**src/rtl/wb_cpu_master.sv**
```systemverilog
// Single-outstanding CPU-to-Wishbone bridge. Load/store done pulse 3 cycles after req with a 1-cycle-ack slave.
// Backpressure: wb_stall holds stb in REQ; cpu_busy blocks new requests until DONE; watchdog aborts hung cycles.
module wb_cpu_master #(
    parameter int AW      = 16,
    parameter int DW      = 16,
    parameter int TIMEOUT = 255
) (
    input  logic          clk,
    input  logic          rst,
    input  logic          cpu_req,
    input  logic          cpu_we,
    input  logic [AW-1:0] cpu_adr,
    input  logic [DW-1:0] cpu_dat_w,
    output logic          cpu_busy,
    output logic          cpu_done,
    output logic          cpu_err,
    output logic [DW-1:0] cpu_dat_r,
    output logic          wb_cyc,
    output logic          wb_stb,
    output logic          wb_we,
    output logic [AW-1:0] wb_adr,
    output logic [DW-1:0] wb_dat_o,
    input  logic [DW-1:0] wb_dat_i,
    input  logic          wb_ack,
    input  logic          wb_err,
    input  logic          wb_stall
);

    localparam int WDW = (TIMEOUT > 0) ? $clog2(TIMEOUT + 1) : 1;
    // Abort fires on the edge where the counter would reach TIMEOUT, so cyc spans exactly TIMEOUT cycles.
    localparam logic [WDW-1:0] WD_LAST = WDW'((TIMEOUT > 0) ? TIMEOUT - 1 : 0);

    typedef enum logic [1:0] {S_IDLE, S_REQ, S_WAIT, S_DONE} state_t;

    state_t          r_state;
    logic [WDW-1:0]  r_wd;
    logic            r_cyc, r_stb, r_we, r_busy, r_done, r_err;
    logic [AW-1:0]   r_adr;
    logic [DW-1:0]   r_dat_o, r_dat_r;
    logic            w_expire;

    assign w_expire = (TIMEOUT != 0) && (r_wd == WD_LAST);

    always_ff @(posedge clk) begin
        if (rst) begin
            r_state <= S_IDLE;
            r_wd    <= '0;
            r_cyc   <= 1'b0;
            r_stb   <= 1'b0;
            r_we    <= 1'b0;
            r_adr   <= '0;
            r_dat_o <= '0;
            r_busy  <= 1'b0;
            r_done  <= 1'b0;
            r_err   <= 1'b0;
            r_dat_r <= '0;
        end else begin
            r_done <= 1'b0;
            r_err  <= 1'b0;
            case (r_state)
                S_IDLE, S_DONE: begin
                    if (cpu_req) begin
                        r_state <= S_REQ;
                        r_cyc   <= 1'b1;
                        r_stb   <= 1'b1;
                        r_busy  <= 1'b1;
                        r_we    <= cpu_we;
                        r_adr   <= cpu_adr;
                        r_dat_o <= cpu_dat_w;
                        r_wd    <= '0;
                    end else begin
                        r_state <= S_IDLE;
                    end
                end
                S_REQ, S_WAIT: begin
                    if (wb_err || wb_ack || w_expire) begin
                        r_state <= S_DONE;
                        r_cyc   <= 1'b0;
                        r_stb   <= 1'b0;
                        r_busy  <= 1'b0;
                        r_done  <= 1'b1;
                        r_err   <= wb_err || !wb_ack;
                        if (wb_ack && !wb_err && !r_we)
                            r_dat_r <= wb_dat_i;
                    end else begin
                        if ((r_state == S_REQ) && !wb_stall) begin
                            r_state <= S_WAIT;
                            r_stb   <= 1'b0;
                        end
                        if (r_wd != '1)
                            r_wd <= r_wd + 1'b1;
                    end
                end
                default: r_state <= S_IDLE;
            endcase
        end
    end

    assign cpu_busy  = r_busy;
    assign cpu_done  = r_done;
    assign cpu_err   = r_err;
    assign cpu_dat_r = r_dat_r;
    assign wb_cyc    = r_cyc;
    assign wb_stb    = r_stb;
    assign wb_we     = r_we;
    assign wb_adr    = r_adr;
    assign wb_dat_o  = r_dat_o;

endmodule

```
**config.mk**
```make
export PLATFORM = sky130hd
export DESIGN_NAME = wb_cpu_master
export DESIGN_NICKNAME = d
export VERILOG_FILES = /design/src/rtl/wb_cpu_master.sv
export SDC_FILE = /design/constraint.sdc
export NUM_CORES = 1
export LEC_CHECK = 0
export ABC_AREA = 1
export BUFFER_PORTS_ARGS = -buffer_cell sky130_fd_sc_hd__clkbuf_2
export CORE_ASPECT_RATIO = 0.6
export CORE_MARGIN = 2
export CORE_UTILIZATION = 35
export CTS_CLUSTER_DIAMETER = 120
export CTS_CLUSTER_SIZE = 24
export DETAILED_ROUTE_END_ITERATION = 7
export GPL_ROUTABILITY_DRIVEN = 0
export SYNTH_ARGS = -nofsm -noshare
export SYNTH_HDL_FRONTEND = slang
export SYNTH_SLANG_ARGS = --single-unit
```
**constraint.sdc**
```tcl
create_clock -name clk -period 2.4 [get_ports clk]
set_clock_uncertainty 0.05 [all_clocks]
set_input_delay 0.12 -clock clk [delete_from_list [all_inputs] [get_ports clk]]
set_output_delay 0.12 -clock clk [all_outputs]
set_load 0.01 [all_outputs]
```
## Yosys cells after proc, flatten, opt, wreduce, memory -nomap -nowiden

Index checks and enable logic that the tools add are counted.

| cells by class | value |
|---|---|
| muxes and demuxes | 15 |
| equal/unequal tests | 10 |
| bitwise operators | 2 |
| $add $sub $neg | 1 |
| reductions and logical operators | 20 |

Operator list:

| cell | number |
|---|---|
| two-way mux 8 bit | 3 |
| case mux 8 bit (2 select lines) | 1 |
| adder 8 x 1 -> 8 bit (second input constant) | 1 |
| == test 8 bit (second input constant) | 1 |
| inequality test 2 bit (second input constant) | 4 |
| inequality test 8 bit (second input constant) | 1 |
| two-way mux 1 bit | 6 |
| AND reduction 2 bit | 3 |
| AND reduction 3 bit | 2 |
| OR reduction 2 bit | 3 |
| == test 2 bit (second input constant) | 2 |
| logical NOT 1 bit | 4 |
| two-way mux 2 bit | 2 |
| case mux 1 bit (2 select lines) | 2 |
| case mux 2 bit (2 select lines) | 1 |
| logical AND 1 bit | 3 |
| logical OR 1 bit | 3 |
| inequality test 3 bit (second input constant) | 1 |
| OR reduction 3 bit | 1 |
| == test 2 x 1 -> 1 bit (second input constant) | 1 |
| logical NOT 2 bit | 1 |
| inverter 1 bit | 2 |

| storage, ports and cells | value |
|---|---|
| logic and storage cells | 58 |
| output and inout port bits | 54 |
| bits in registers | 63 |
| bits of input ports | 55 |

## Depth between registers and ports, before layout

| depth | value |
|---|---|
| word-level depth | 5 |
| mapped depth | 10 |
| mapped depth without buffers | 10 |

## Least setup slack after synthesis

OpenSTA, ideal clock, no wires.

| path | value |
|---|---|
| path type | reg2reg |
| start point | reg r_state[1] |
| end point | reg r_wd[6] |
| required time | 2.238 ns |
| setup slack | 0.893 ns |
| library setup time | 0.112 ns |
| path buffers | 1 |
| clock period less this slack | 1.507 ns |
| arrival | 1.344 ns |
| cell stages (with the launch flop) | 10 |
| cell sequence | dfxtp_1 inv_1 ha_1 buf_4 inv_2 nand4_4 nand2_4 clkinv_1 nor2_1 nor2_2 |

| between the ends | value |
|---|---|
| cells in the longest elaborated chain, start to end | 4 |
| elaborated cells between the ends (all ways) | 11 |
| those cells by class | eq/ne (6); mux (1); reduce/logical (4) |

Ends and longest elaborated chain:

| item | RTL line | RTL |
|---|---|---|
| from (decl) | 35 | `state_t r_state;` |
| from (signal assigned) | 46 | `r_state <= S_IDLE;` |
| from (signal assigned) | 63 | `r_state <= S_REQ;` |
| from (signal assigned) | 72 | `r_state <= S_IDLE;` |
| == test 2 x 1 -> 1 bit, or another cell as far along | 60 | `case (r_state)` |
| OR reduction 2 bit | 60 |  |
| inequality test 2 bit (no source line) | - |  |
| AND reduction 3 bit (no source line) | - |  |
| to (signal assigned) | 91 | `r_wd <= r_wd + 1'b1;` |
| to (decl) | 36 | `logic [WDW-1:0] r_wd;` |

Parallel ways exist; a longest one is shown, timed or not.
A chain may end at the register's enable or synchronous reset.

## Worst setup path after layout

| path | value |
|---|---|
| start point | reg r_state[1] |
| end point | reg r_dat_r[15] (netlist: cpu_dat_r[15]) |

| between the ends | value |
|---|---|
| cells in the longest elaborated chain, start to end | 3 |
| elaborated cells between the ends (all ways) | 4 |
| those cells by class | eq/ne (2); reduce/logical (2) |

Ends and longest elaborated chain:

| item | RTL line | RTL |
|---|---|---|
| == test 2 x 1 -> 1 bit or == test 2 bit (tied branches) | 60 |  |
| OR reduction 2 bit (*) | 60 |  |
| AND reduction 3 bit (no source line) (*) | - |  |
| to (signal assigned) | 84 | `r_dat_r <= wb_dat_i;` |
| to (decl) | 39 | `logic [DW-1:0] r_dat_o, r_dat_r;` |

Mark *: on every way between the ends. The rest lies on a longest branch, timed or not.

==> results.toml <==
[yosys]
synth_warnings = 0
avgSynthCellArea_sq_um = 7.48
synth_common_cells = "nor2_1, dfxtp_1, o21ai_0"
yosysUniqueCellTypes = 27
yosys_most_used_dff = "dfxtp_1"
synth_most_common_cell = "nor2_1"
synthCells = 332
async_reset_ff_share_pct = 0
synth_area_leaders = "dfxtp_1, nor2_1, o21ai_0"
synth_seq_cells = 63
ys_seq_area_share_pct = 50.8
yosysTopAreaCell = "dfxtp_1"
syn_nets = 390
syn_area_sq_um = 2480
synth_edf_count = 0
netlist.area_leader.share_pct = 50.8

[grt]
antenna_found_initial = 0
grt_usage_pct = 18.3
grt_max_degree = 54
grt_pass1_vias = 2487
grt_pass1_wl_microns = 11300
grt_remaining_overflow = 0

[hold_path]
hp-class = "input pin to flop"
hold_end = "wb_adr[15]"
whs_path_depth = 3
hp-start = "cpu_adr[15]"

[clock_tree]
post_cts_resized = 0
path_clk_slew_ns = 0.05
numCtsBuffers = 9
cts_tree = "done"
clockBufferDepth = 2
htreeDepth = 3
clock_sinks = 63
cts_root_buf = "clkbuf_16"
worstSkewPairLatency_ns = 0.33

[drt]
route.detailed.drc = 0
wl_per_cell_microns = 12.1
wirelength_microns = 6770
drt_iter0_markers = 108
dr.pass1.iters = 4
viasPerCell = 4.58
postRouteAntennaNets = 0
num_vias = 2565

[floorplanning]
ios = 109
start_util_pct = 36.7
design.die.area_sq_um = 7800
coreArea_sq_um = 6760
chipWidth_microns = 113
die_h_microns = 69.2
row_count = 23

[worst_setup_path]
worst_path_max_delay_cell = "ha_1"
startpoint_type = "flop"
rrSetupSlack_ns = 0.39
worstReg2RegEnd = "cpu_dat_r[15]"
path_class = "flop to flop"
cp.arrival_ns = 2.17
crit_top_cell = "nor2_1"
max_stage_delay_ns = 0.48
cp_cell_sequence = "inv_1, ha_1, nor2_1, nand2_1, inv_2, nor2_1, nor2_1"
endpoint_kind = "flop"
ff2ff_path_depth = 7
r2r_start = "r_state[1]"
cp.required_ns = 2.57
cp_max_fo = 17

[timing]
period_needed_ns = 2.01
rsz0062_at_grt = "no"
whs_ns = 0.00940
setup_viol = 0
fmax_ghz = 0.499
tightest_slew_ns = 0.557
finalWorstSetupSlack_ns = 0.395
drv_slew = 0
fin_tns_setup_ns = 0
min_period_over_period_pct = 83.6
max_slew_margin_pct = 62.8
hold_violations = 0

[placed_design]
io_buffers = 108
dpl_worst_slack_ns = 0.401
place.detailed.hpwl_microns = 4670

[pwr]
report.power.total_mw = 3.15
vdd_drop_max_uv = 517
powerDensity_nw_per_um2 = 859
cellLeakagePower_nw = 1.73

[cells_and_area]
area_delta_synth_final_pct = 47.9
utilization_pct = 54.3
nNetsFinal = 526
diodes = 0
drive_gt1_share_pct = 29.6

[flow_run]
cap_viol_max_count = 0

[run_status]
status = "completed"
-- cells in the final DEF, fill, tap and decap left out --
| cell type | n |
|---|---|
| o21ai_1 | 2 |
| ha_1 | 3 |
| nor2_1 | 120 |
| nand3_1 | 13 |
| nor3b_1 | 1 |
| clkbuf_16 | 9 |
| nor2_4 | 1 |
| dlygate4sd3_1 | 30 |
| clkinvlp_4 | 1 |
| clkinv_2 | 2 |
| nor3_1 | 3 |
| clkbuf_1 | 2 |
| nand2_4 | 1 |
| o21bai_1 | 1 |
| o21ai_0 | 50 |
| nand4_4 | 1 |
| clkinv_1 | 1 |
| inv_1 | 14 |
| a21oi_1 | 8 |
| or2_2 | 1 |
| a211oi_1 | 1 |
| nor2_2 | 1 |
| nand2_1 | 18 |
| nand2_2 | 6 |
| buf_4 | 3 |
| nand4_1 | 2 |
| o211ai_1 | 1 |
| clkbuf_2 | 108 |
| buf_12 | 1 |
| clkbuf_8 | 2 |
| dfxtp_1 | 63 |
| inv_2 | 3 |
-- power by group --
| group | internal, mW | leakage [nW] | switching (mW) |
|---|---|---|---|
| Combinational | 0.287 | 1.08 | 0.401 |
| Sequential | 1.19 | 0.518 | 0.0768 |
| Clock | 0.751 | 0.136 | 0.449 |
-- routing by layer --
metal,wire length (microns),part of all wire (%),global-route usage (%),up-vias
met1,3110,46,21.7,1120
met5,0,0,0,-
met4,110,1.6,7.72,0
li1,-,-,-,1339
met3,635,9.4,9.62,11
met2,2910,43,27.9,95
-- through the flow --
stage          instances  cell area, sq um
2_1_floorplan        332              2480
3_3_place_gp         514              3090
3_5_place_dp         514              3090
4_1_cts              560              3670
5_1_grt              560              3670
6_report             560              3670
-- what timing repair did --
action | 4_1_cts | 5_1_grt
setup buffers | 0 | 0
hold endpoints to repair | 30 | 0
hold buffers | 30 | 0
-- area by class of cell --
cell class / count / area [sq um]
inverters: 18 / 67.6
multi-input cells: 234 / 1070
fillers: 678 / 3090
repair buffers: 142 / 883
clock buffers: 13 / 260
well taps: 87 / 109
flip-flops and latches: 63 / 1260
clock inverters: 3 / 17.5
-- cell families after synthesis --
logic type               Yosys count  synth area share (%)
AND/OR/NAND/NOR                  168                  28.7
AO/OA/AOI/OAI                     63                  13.0
flip-flops                        63                  50.8
buffers and inverters             35                  6.00
adder cells (fa/ha/maj)            3                  1.51
-- state kept, by name (all words and copies together), names as in the netlist --
name,cells
cpu_dat_r,16
wb_adr,16
r_state,2
cpu_busy,1
cpu_err,1
cpu_done,1
r_wd,8
wb_dat_o,16
wb_we,1
wb_stb,1
-- worst max path at each step --
stage | from | slack [ns] | endpoint
finish | r_state[1] | 0.39 | cpu_dat_r[15]
detailed placement | r_state[1] | 0.40 | cpu_dat_r[9]
CTS | r_state[1] | 0.39 | cpu_dat_r[9]
floorplan | r_state[1] | 0.89 | r_wd[6]
global placement | r_state[1] | 0.43 | cpu_dat_r[15]
global route | r_state[1] | 0.17 | cpu_dat_r[15]
-- critical path: cells and delay by family (launching register included) --
kind                     cells  cell delay [ns]
flip-flops                   1             0.31
AND/OR/NAND/NOR              4             0.74
adder cells (fa/ha/maj)      1             0.48
buffers and inverters        2             0.31
(Power assumes the default switching activity.)
